`src/rtl/fpu_fmt_pkg.sv`:
```
// Shared IEEE-754 format constants and the FSM state type for the FP32/FP64 conversion units.
package fpu_fmt_pkg;

    localparam int unsigned F32_EXP_W = 8;
    localparam int unsigned F32_FRA_W = 23;
    localparam int unsigned F64_EXP_W = 11;
    localparam int unsigned F64_FRA_W = 52;
    localparam int unsigned F32_BIAS  = 127;
    localparam int unsigned F64_BIAS  = 1023;
    localparam int unsigned REBIAS    = F64_BIAS - F32_BIAS;

    localparam logic [63:0] F64_POS_INF = 64'h7FF0_0000_0000_0000;
    localparam logic [63:0] F64_QNAN    = 64'h7FF8_0000_0000_0000;

    typedef enum logic [1:0] {
        ST_IDLE = 2'd0,
        ST_NORM = 2'd1,
        ST_DONE = 2'd2
    } state_e;

endpackage

```
`src/rtl/fpu_fp32_classify.sv`:
```
// Combinational binary32 operand classifier, shared by the 32->64 and 64->32 conversion paths.
module fpu_fp32_classify
    import fpu_fmt_pkg::*;
(
    input  logic [31:0] src_i,
    output logic        is_zero_o,
    output logic        is_sub_o,
    output logic        is_norm_o,
    output logic        is_inf_o,
    output logic        is_nan_o,
    output logic        is_snan_o
);

    logic [F32_EXP_W-1:0] exp_w;
    logic [F32_FRA_W-1:0] fra_w;
    logic                 exp_min_w;
    logic                 exp_max_w;
    logic                 fra_zero_w;

    assign exp_w      = src_i[30:23];
    assign fra_w      = src_i[22:0];
    assign exp_min_w  = (exp_w == '0);
    assign exp_max_w  = (exp_w == '1);
    assign fra_zero_w = (fra_w == '0);

    assign is_zero_o  = exp_min_w & fra_zero_w;
    assign is_sub_o   = exp_min_w & ~fra_zero_w;
    assign is_norm_o  = ~exp_min_w & ~exp_max_w;
    assign is_inf_o   = exp_max_w & fra_zero_w;
    assign is_nan_o   = exp_max_w & ~fra_zero_w;
    // Quiet bit clear on a NaN marks it as signalling.
    assign is_snan_o  = exp_max_w & ~fra_zero_w & ~fra_w[22];

endmodule

```
`src/rtl/fpu_fp32_to_fp64.sv`:
```
// binary32 -> binary64 widening unit; subnormals are renormalised one bit per clock.
module fpu_fp32_to_fp64
    import fpu_fmt_pkg::*;
#(
    parameter bit DENORM_EN = 1'b1
) (
    input  logic        clk,
    input  logic        rst_n,
    input  logic        in_valid,
    output logic        in_ready,
    input  logic [31:0] in_src,
    output logic        out_valid,
    input  logic        out_ready,
    output logic [63:0] out_dst,
    output logic        out_invalid
);

    state_e      state_q, state_d;
    logic        sign_q, sign_d;
    // Only the fraction bits are kept: the leading zero of {1'b0, f} is implicit.
    logic [22:0] man_q, man_d;
    logic [10:0] exp_q, exp_d;
    logic [63:0] dst_q, dst_d;
    logic        inv_q, inv_d;

    logic        cls_zero, cls_sub, cls_norm, cls_inf, cls_nan, cls_snan;
    logic [63:0] direct_res;
    logic [22:0] man_sh;
    logic [10:0] exp_dec;

    fpu_fp32_classify u_classify (
        .src_i     (in_src),
        .is_zero_o (cls_zero),
        .is_sub_o  (cls_sub),
        .is_norm_o (cls_norm),
        .is_inf_o  (cls_inf),
        .is_nan_o  (cls_nan),
        .is_snan_o (cls_snan)
    );

    always_comb begin
        direct_res = {in_src[31], 63'b0};
        if (cls_norm) begin
            direct_res = {in_src[31], {3'b000, in_src[30:23]} + 11'(REBIAS), in_src[22:0], 29'b0};
        end else if (cls_inf) begin
            direct_res = {in_src[31], F64_POS_INF[62:0]};
        end else if (cls_nan) begin
            direct_res = {in_src[31], F64_QNAN[62:51], in_src[21:0], 29'b0};
        end else if (cls_zero || cls_sub) begin
            direct_res = {in_src[31], 63'b0};
        end
    end

    assign man_sh  = {man_q[21:0], 1'b0};
    assign exp_dec = exp_q - 11'd1;

    always_comb begin
        state_d = state_q;
        sign_d  = sign_q;
        man_d   = man_q;
        exp_d   = exp_q;
        dst_d   = dst_q;
        inv_d   = inv_q;
        case (state_q)
            ST_IDLE: begin
                if (in_valid) begin
                    sign_d = in_src[31];
                    if (DENORM_EN && cls_sub) begin
                        man_d   = in_src[22:0];
                        exp_d   = 11'(REBIAS + 1);
                        state_d = ST_NORM;
                    end else begin
                        dst_d   = direct_res;
                        inv_d   = cls_snan;
                        state_d = ST_DONE;
                    end
                end
            end
            ST_NORM: begin
                man_d = man_sh;
                exp_d = exp_dec;
                // The bit about to become the hidden one: this shift completes normalisation.
                if (man_q[22]) begin
                    dst_d   = {sign_q, exp_dec, man_sh, 29'b0};
                    inv_d   = 1'b0;
                    state_d = ST_DONE;
                end
            end
            ST_DONE: begin
                if (out_ready) begin
                    state_d = ST_IDLE;
                end
            end
            default: state_d = ST_IDLE;
        endcase
    end

    always_ff @(posedge clk or negedge rst_n) begin
        if (!rst_n) begin
            state_q <= ST_IDLE;
            sign_q  <= 1'b0;
            man_q   <= '0;
            exp_q   <= '0;
            dst_q   <= '0;
            inv_q   <= 1'b0;
        end else begin
            state_q <= state_d;
            sign_q  <= sign_d;
            man_q   <= man_d;
            exp_q   <= exp_d;
            dst_q   <= dst_d;
            inv_q   <= inv_d;
        end
    end

    assign in_ready    = (state_q == ST_IDLE);
    assign out_valid   = (state_q == ST_DONE);
    assign out_dst     = dst_q;
    assign out_invalid = inv_q;

endmodule
```
`config.mk`:
```
export PLATFORM = sky130hd
export DESIGN_NAME = fpu_fp32_to_fp64
export DESIGN_NICKNAME = d
export VERILOG_FILES = /design/src/rtl/fpu_fmt_pkg.sv /design/src/rtl/fpu_fp32_classify.sv /design/src/rtl/fpu_fp32_to_fp64.sv
export SDC_FILE = /design/constraint.sdc
export NUM_CORES = 1
export LEC_CHECK = 0
export CORE_UTILIZATION = 53
export CTS_BUF_LIST = sky130_fd_sc_hd__clkbuf_16
export CTS_CLUSTER_SIZE = 20
export DETAILED_ROUTE_END_ITERATION = 7
export GPL_TIMING_DRIVEN = 0
export PLACE_DENSITY_LB_ADDON = 0.2
export REMOVE_ABC_BUFFERS = 1
export SETUP_SLACK_MARGIN = 0.02
export SYNTH_ARGS = -nofsm -noshare
export SYNTH_HDL_FRONTEND = slang
export SYNTH_SLANG_ARGS = --single-unit
```
`constraint.sdc`:
```
create_clock -name clk -period 5.2 [get_ports clk]
set_input_delay 1.04 -clock clk [delete_from_list [all_inputs] [get_ports clk]]
set_output_delay 1.04 -clock clk [all_outputs]
set_load 0.03 [all_outputs]
```
Yosys cells after proc, flatten, opt, wreduce, memory -nomap -nowiden --
Cells that the tools add are included.
Storage, ports and cells: register bits after elaboration 102, word-level logic and storage cells 55
Cells by class: reductions and logical operators 8, muxes and demuxes 22, eq/ne operators 8, bitwise gates (word level) 9, add/subtract/negate cells 2
Operators by type and width (count):
- $mux 64 | 3
- $mux 63 | 3
- $pmux 64 s2 | 1
- $mux 23 | 2
- $pmux 23 s2 | 1
- $logic_not 23->1 | 1
- $mux 11 | 2
- $pmux 11 s2 | 1
- $add 8x10->11 const B | 1
- $sub 11x1->11 const B | 1
- $eq 8x8->1 const B | 1
- $logic_not 8->1 | 1
- $mux 2 | 4
- $ne 2x2->1 const B | 3
- $pmux 2 s3 | 1
- $reduce_and 3->1 | 2
- $and 1x1->1 | 5
- $ne 2x1->1 const B | 2
- $not 1->1 | 4
- $reduce_and 4->1 | 1
- $mux 1 | 3
- $eq 2x1->1 const B | 1
- $eq 2x2->1 const B | 1
- $logic_not 2->1 | 1
- 3 further kinds | 3

Logic depth before layout (Yosys ltp) --
Gate-level depths: netlist (run 1).
depth after elaboration 9, gate-level depth with buffers 7, gate-level depth less buffers 7

Modules after synthesis --
From an unflattened synthesis (run 1), not the netlist that was laid out.
Second synthesis, totals: cell total of the unflattened synthesis 430, area, all modules 3821.2 um2
By module, submodules not included:
- fpu_fp32_to_fp64 | sequential area each 1826.8 um2, area each 3629.7 um2, cells each 408, instances 1
- fpu_fp32_classify | sequential area each 0.0 um2, area each 191.4 um2, cells each 22, instances 1

Least setup slack after synthesis (run 1) --
No wires, ideal clock.
path kind input -> register, from input port in_src[24], to register man_q[10], data required time 5.075 ns, setup slack 2.502 ns, arrival time 2.574 ns, library setup time 0.125 ns, buffers on the path 1, stages 6, path through nor4_1 -> and2_1 -> o211ai_2 -> a21oi_2 -> buf_6 -> mux2_2
On the way: word-level cells in the longest chain between the ends 4
RTL lines:
- start, declared | RTL line fpu_fp32_to_fp64.sv:11 | input logic [31:0] in_src,
- $logic_not 8->1 | RTL line fpu_fp32_classify.sv:22 | assign exp_min_w = (exp_w == '0);
- $and 1x1->1 | RTL line fpu_fp32_classify.sv:27 | assign is_sub_o = exp_min_w & ~fra_zero_w;
- $ne 2x1->1 (no source line)
- $reduce_and 3->1 (no source line)
- end signal, assigned | RTL line fpu_fp32_to_fp64.sv:109 | man_q <= man_d;
- end, declared | RTL line fpu_fp32_to_fp64.sv:21 | logic [22:0] man_q, man_d;
Every way passes these cells. A chain may end at the register's enable or synchronous reset.

Final worst setup path (run 1) --
from register state_q[0], to output port out_valid
On the way: word-level cells in the longest chain between the ends 1
RTL lines:
- start, declared | RTL line fpu_fp32_to_fp64.sv:18 | state_e state_q, state_d;
- start signal, assigned | RTL line fpu_fp32_to_fp64.sv:107 | state_q <= state_d;
- $eq 2x2->1 | RTL line fpu_fp32_to_fp64.sv:117 | assign out_valid = (state_q == ST_DONE);
- end, declared | RTL line fpu_fp32_to_fp64.sv:12 | output logic out_valid,
Every way passes these cells.

==> impl_metrics.ini, run 1 <==
[clocking]
cts_resized = 0
hold_buffers = 0
path_clk_slew_ns = 0.05
postCtsSetupRepairBufs = 0
cts_tree = done
clockBufferDepth = 2
cts_htree_levels = 3
cts_buffers = 9
clock_latency_ns = 0.33
numClockSinks = 73
cts_root_buf = clkbuf_16

[logic_synthesis]
ys_seq_elements = 73
synth_cells = 341
yosys_warnings = 0
synth_top_area_frac = 0.462
synth_edf_count = 0
synth_top_cell_by_area = dfrtp_1
synth_seq_area_share = 0.462
synth.area.top_cells = dfrtp_1 (46%), mux2_2 (21%), buf_4 (5.7%)
ys_types = 48
synthesis.area_um2 = 3950
async_flop_share = 1.00
synth_flop_cell = dfrtp_1
syn_avg_cell_area_um2 = 11.6

[finish]
finalNetCount = 443
n_antenna_cell = 0
layout-drive-gt1-share = 0.236
area_growth_pct = 25.5
post-route-util = 0.688
fillerInstances = 543

[setup_path]
crit_chain = inv_1 -> nand2_1 -> inv_1 -> clkdlybuf4s50_1
crit_path_start_kind = flip-flop
critPathRequiredTime_ns = 4.16
path_class = reg -> out
worstPathArrival_ns = 2.63
cp_num_buf_inv = 3
end_kind = primary output
critPathMostFrequentCell = inv_1
cp_top_family = flip-flops
max_stage_delay_ns = 1.09
critPathSlowestCell = dfrtp_1
cp_max_fo = 29

[power_and_ir_drop]
max-vdd-ir-drop_mv = 0.214
total_power_uw = 1900
leakage_uw = 0.00216
power-per-cell-area_nw_per_um2 = 384

[detailed_routing]
drt_iter0_markers = 125
drcViolationCount = 0
wl_met3_um = 290
wl_um = 8330
ant_nets = 0
drt-met1-wl_um = 3890
wl_per_cell_um = 16.3
via_per_inst = 5.47
dr_wl_met2_um = 4020
dr.pass1.iters = 4
vias = 2788
highest_layer = met4

[timing]
rsz0062_at_grt = no
finalHoldViolCount = 0
post-route-min-period_ns = 3.67
worst_pin_slew_ns = 1.26
clock_skew_ns = 0.00618
maxSlewHeadroom = 0.162
finalSetupTns_ns = 0
slew_viol_final = 0
min_period_over_period = 0.705
finalSetupViolCount = 0
fmax_mhz = 273

[grt]
grt_max_degree = 47
antenna_found_initial = 0
first_global_vias = 2661
overflow = 0
grt_usage = 0.230
grt_pass1_wl_um = 13400

[hold_path]
hp-class = reg -> reg

[die]
core_region_area_um2 = 7210
initial_core_util = 0.548
rows = 31
ioPinCount = 103
die-width_um = 88.4
die_h_um = 88.4
dieArea_um2 = 7810

[place]
io_buffer_count = 73
gp_congestion = 0.839
dp.final_hpwl_um = 5440

[run_status]
status = finished clean

[flow_run]
drv_cap = 0
==> state kept, by name, indices dropped and copies added, names as in the netlist <==
name	flops
out_invalid	1
out_dst	35
exp_q	11
sign_q	1
man_q	23
state_q	2
==> area by class of cell <==
cell class	instances	area, um2	share of cell area
multi-input combinational	237	1880	0.379
sequential	73	1830	0.368
timing repair buffer	75	783	0.158
clock buffer	9	225	0.0454
tap	99	124	0.0250
clock inverter	7	85.1	0.0172
inverter	10	37.5	0.00757
==> cells in the mapped netlist (3+ instances only) <==
| master | n |
|---|---|
| a21o_1 | 8 |
| a21oi_1 | 5 |
| a22o_1 | 22 |
| buf_2 | 5 |
| buf_4 | 30 |
| buf_6 | 3 |
| clkbuf_1 | 9 |
| dfrtp_1 | 73 |
| inv_1 | 10 |
| mux2_1 | 5 |
| mux2_2 | 72 |
| mux2i_1 | 6 |
| nand2_1 | 15 |
| nand4_1 | 3 |
| nor2_1 | 7 |
| nor3_1 | 5 |
| nor4_1 | 8 |
| o21ai_0 | 13 |
| or2_2 | 3 |
| or3_1 | 4 |
| xor2_1 | 3 |
==> cell families (layout without fill, tap and decap cells) <==
family / after synthesis / after routing / share of synthesized area
muxes: 83 / 83 / 0.234
DFF: 73 / 73 / 0.462
AOI/OAI and AO/OA: 66 / 66 / 0.128
buffers and inverters: 59 / 101 / 0.0918
and+or+nand+nor: 54 / 54 / 0.0712
xor gates and xnor gates: 4 / 4 / 0.00886
adders and majority gates: 1 / 1 / 0.00316
other: 1 / 29 / 0.000948
==> layer usage <==
metal	vias to the layer above	track usage
met1	1384	0.317
met3	10	0.0401
met5	-	0
met4	0	0.103
met2	78	0.356
li1	1316	-
==> layout by cell type, fill, tap and decap left out, types with 3 or more instances in the layout <==
cell             Yosys  routed
a21o_1               8       8
a21oi_1              5       5
a22o_1              22      22
clkbuf_16            0       9
clkdlybuf4s50_1      0      72
conb_1               1      29
dfrtp_1             73      73
inv_1               10      10
mux2_1               5       5
mux2_2              72      72
mux2i_1              6       6
nand2_1             15      15
nand4_1              3       3
nor2_1               7       6
nor3_1               5       5
nor4_1               8       8
o21ai_0             13      13
or2_2                3       3
or3_1                4       4
xor2_1               3       3
==> worst reg2reg max path, cell delays in order, from the launching register on <==
cell,delay (ns)
dfrtp_1,0.80
inv_1,0.42
nor2_2,0.21
buf_16,0.23
a22oi_4,1.01
mux2_2,0.46
==> per-stage QoR <==
| stage | hold WS, ns | worst slack (ns) | cell area (um2) | std cells |
|---|---|---|---|---|
| floorplan | 0.465 | 1.94 | 3730 | 320 |
| global placement | 0.476 | 0.528 | 4590 | 492 |
| detailed placement | 0.482 | 1.29 | 4650 | 494 |
| CTS | 0.496 | 1.53 | 4960 | 510 |
| global route | 0.511 | 1.34 | 4960 | 510 |
| finish | 0.490 | 1.53 | 4960 | 510 |
==> where the power goes <==
| part | switching (uW) | leakage [uW] | internal [uW] |
|---|---|---|---|
| sequential | 65.5 | 0.000855 | 669 |
| clock | 229 | 0.000150 | 415 |
| combinational | 282 | 0.00116 | 243 |
| total | 576 | 0.00216 | 1330 |
==> final timing paths <==
path	end	startpoint	slack, ns	cells after the start
worst min-delay path	out_dst[57]	out_dst[57]	0.49	1
worst max register to register	out_dst[42]	state_q[0]	1.96	5
min in group asynchronous	man_q[6]	rst_n	0.63	1
max in group asynchronous	man_q[12]	rst_n	4.02	2
worst max-delay path	out_valid	state_q[0]	1.53	4
worst min register to register	out_dst[57]	out_dst[57]	0.49	1
Note: power is estimated with default switching activity, not from simulation.
==> run 2, diff against run 1 <==
CORE_UTILIZATION = 49   (was 53)
clock period = 3.72 ns   (was 5.2 ns; I/O delays follow)
==> impl_metrics.ini, run 2 (same netlist as run 1, synthesis figures left out) <==
[run_status]
status = finished clean

[clocking]
postCtsSetupRepairBufs = 0
hold_buffers = 0
cts_root_buf = clkbuf_16
cts_tree = done
cts_resized = 0
cts_buffers = 9
clockBufferDepth = 2
clock_latency_ns = 0.33
path_clk_slew_ns = 0.06
numClockSinks = 73
cts_htree_levels = 3

[detailed_routing]
via_per_inst = 5.40
dr.pass1.iters = 4
ant_nets = 0
wl_um = 8160
drcViolationCount = 0
drt_iter0_markers = 114
wl_per_cell_um = 15.9
vias = 2771

[place]
io_buffer_count = 73
place_ws_ns = 0.102
placed_area_um2 = 4650
gp_congestion = 0.816
dp.final_hpwl_um = 5470

[setup_path]
cp_max_fo = 29
end_kind = primary output
cp_num_buf_inv = 3
cp_top_family = flip-flops
path_depth = 4
crit_chain = inv_1 -> nand2_1 -> inv_1 -> clkdlybuf4s50_1
r2r_slack_ns = 0.42
max_stage_delay_ns = 1.10
crit_path_start = state_q[0]
path_class = reg -> out
critPathMostFrequentCell = inv_1
critPathRequiredTime_ns = 2.98
critPathSlowestCell = dfrtp_1
worstPathArrival_ns = 2.64
rr_worst_depth = 5
r2r_end = out_dst[39]
crit_path_start_kind = flip-flop
critPathCapture = out_valid
reg2reg_from = state_q[0]

[power_and_ir_drop]
p_clk_frac = 0.337
switching_share = 0.300
max-vdd-ir-drop_mv = 0.306
combPwrFrac = 0.276
power-per-cell-area_nw_per_um2 = 534
p_sw_uw = 794
p_seq_frac = 0.387
leakage_uw = 0.00217
intPower_uw = 1850

[flow_run]
drv_cap = 0

[finish]
largest_reg_flops = 35
layout-drive-gt1-share = 0.238
layout_common_cells = dfrtp_1 (73), mux2_2 (72), clkdlybuf4s50_1 (72)
final_common_cell = dfrtp_1
finalNetCount = 443
area_growth_pct = 25.4
n_antenna_cell = 0
final_cell_area_um2 = 4960

[grt]
grt_max_degree = 38
grt_usage = 0.204
grt_pass1_wl_um = 13300
antenna_found_initial = 0
first_global_vias = 2671
overflow = 0

[timing]
worst_pin_slew_ns = 1.28
min_period_over_period = 0.909
slew_viol_final = 0
finalHoldViolCount = 0
finalSetupViolCount = 0
clock_skew_ns = 0.00498
fin_ws_ns = 0.340
fmax_mhz = 296
post-route-min-period_ns = 3.38
maxSlewHeadroom = 0.145
rsz0062_at_grt = no

[die]
dieArea_um2 = 8430
die-width_um = 91.8
die_h_um = 91.8
initial_core_util = 0.509
rows = 32
core_region_area_um2 = 7770
ioPinCount = 103

[hold_path]
hp-class = in -> async
## run 2: changes by cell type in the layout (fill, tap and decap cells not counted)
| cell | delta |
|---|---|
| clkinv_2 | +1 |
| clkinv_1 | -2 |
| inv_1 | +1 |
| buf_12 | +1 |
| buf_16 | -1 |
## run 2: layer usage
| metal | global-route usage | vias up | part of all wire |
|---|---|---|---|
| met2 | 0.319 | 98 | 0.47 |
| met5 | 0 | - | 0 |
| met4 | 0.0938 | 0 | 0.016 |
| met1 | 0.280 | 1350 | 0.46 |
| met3 | 0.0307 | 11 | 0.046 |
| li1 | - | 1312 | - |
## run 2: through the flow
step | total power (uW) | setup TNS, ns | hold slack (ns) | instances | util
5_1_grt | 2770 | 0 | 0.408 | 513 | 0.638
2_1_floorplan | 1460 | 0 | 0.448 | 320 | -
6_report | 2650 | 0 | 0.366 | 513 | 0.638
4_1_cts | 2670 | 0 | 0.391 | 513 | 0.638
3_3_place_gp | 1750 | -82.63 | 0.476 | 495 | 0.591
3_5_place_dp | 1770 | 0 | 0.482 | 497 | 0.598
## run 2: area by class of cell
type / count / area [um2]
clock inverter: 7 / 86.3
sequential: 73 / 1830
fill: 654 / 2810
timing repair buffer: 75 / 776
multi-input combinational: 237 / 1880
tap: 102 / 128
inverter: 10 / 37.5
clock buffer: 9 / 225
## run 2: worst min-delay path by stage
stage	to	cells after the start	slack [ns]
after floorplan	exp_q[0]	0	0.45
after global placement	out_dst[54]	1	0.48
after detailed placement	out_dst[53]	1	0.48
after CTS	out_dst[52]	1	0.39
after global routing	out_dst[52]	1	0.41
final	out_dst[52]	1	0.37
## run 2: power groups by stage
| stage | registers, uW | logic [uW] | clock network [uW] |
|---|---|---|---|
| 5_1_grt | 1050 | 772 | 950 |
| 3_5_place_dp | 1040 | 734 | 0 |
| 2_1_floorplan | 1210 | 247 | 0 |
| 4_1_cts | 1030 | 738 | 910 |
| 6_report | 1030 | 730 | 892 |
| 3_3_place_gp | 1030 | 722 | 0 |
==> run 3, diff against run 2 <==
SLEW_MARGIN = 0   (was not set)
==> results of run 3 <==
No change in the layout: final DEF, timing and power equal those of run 2.
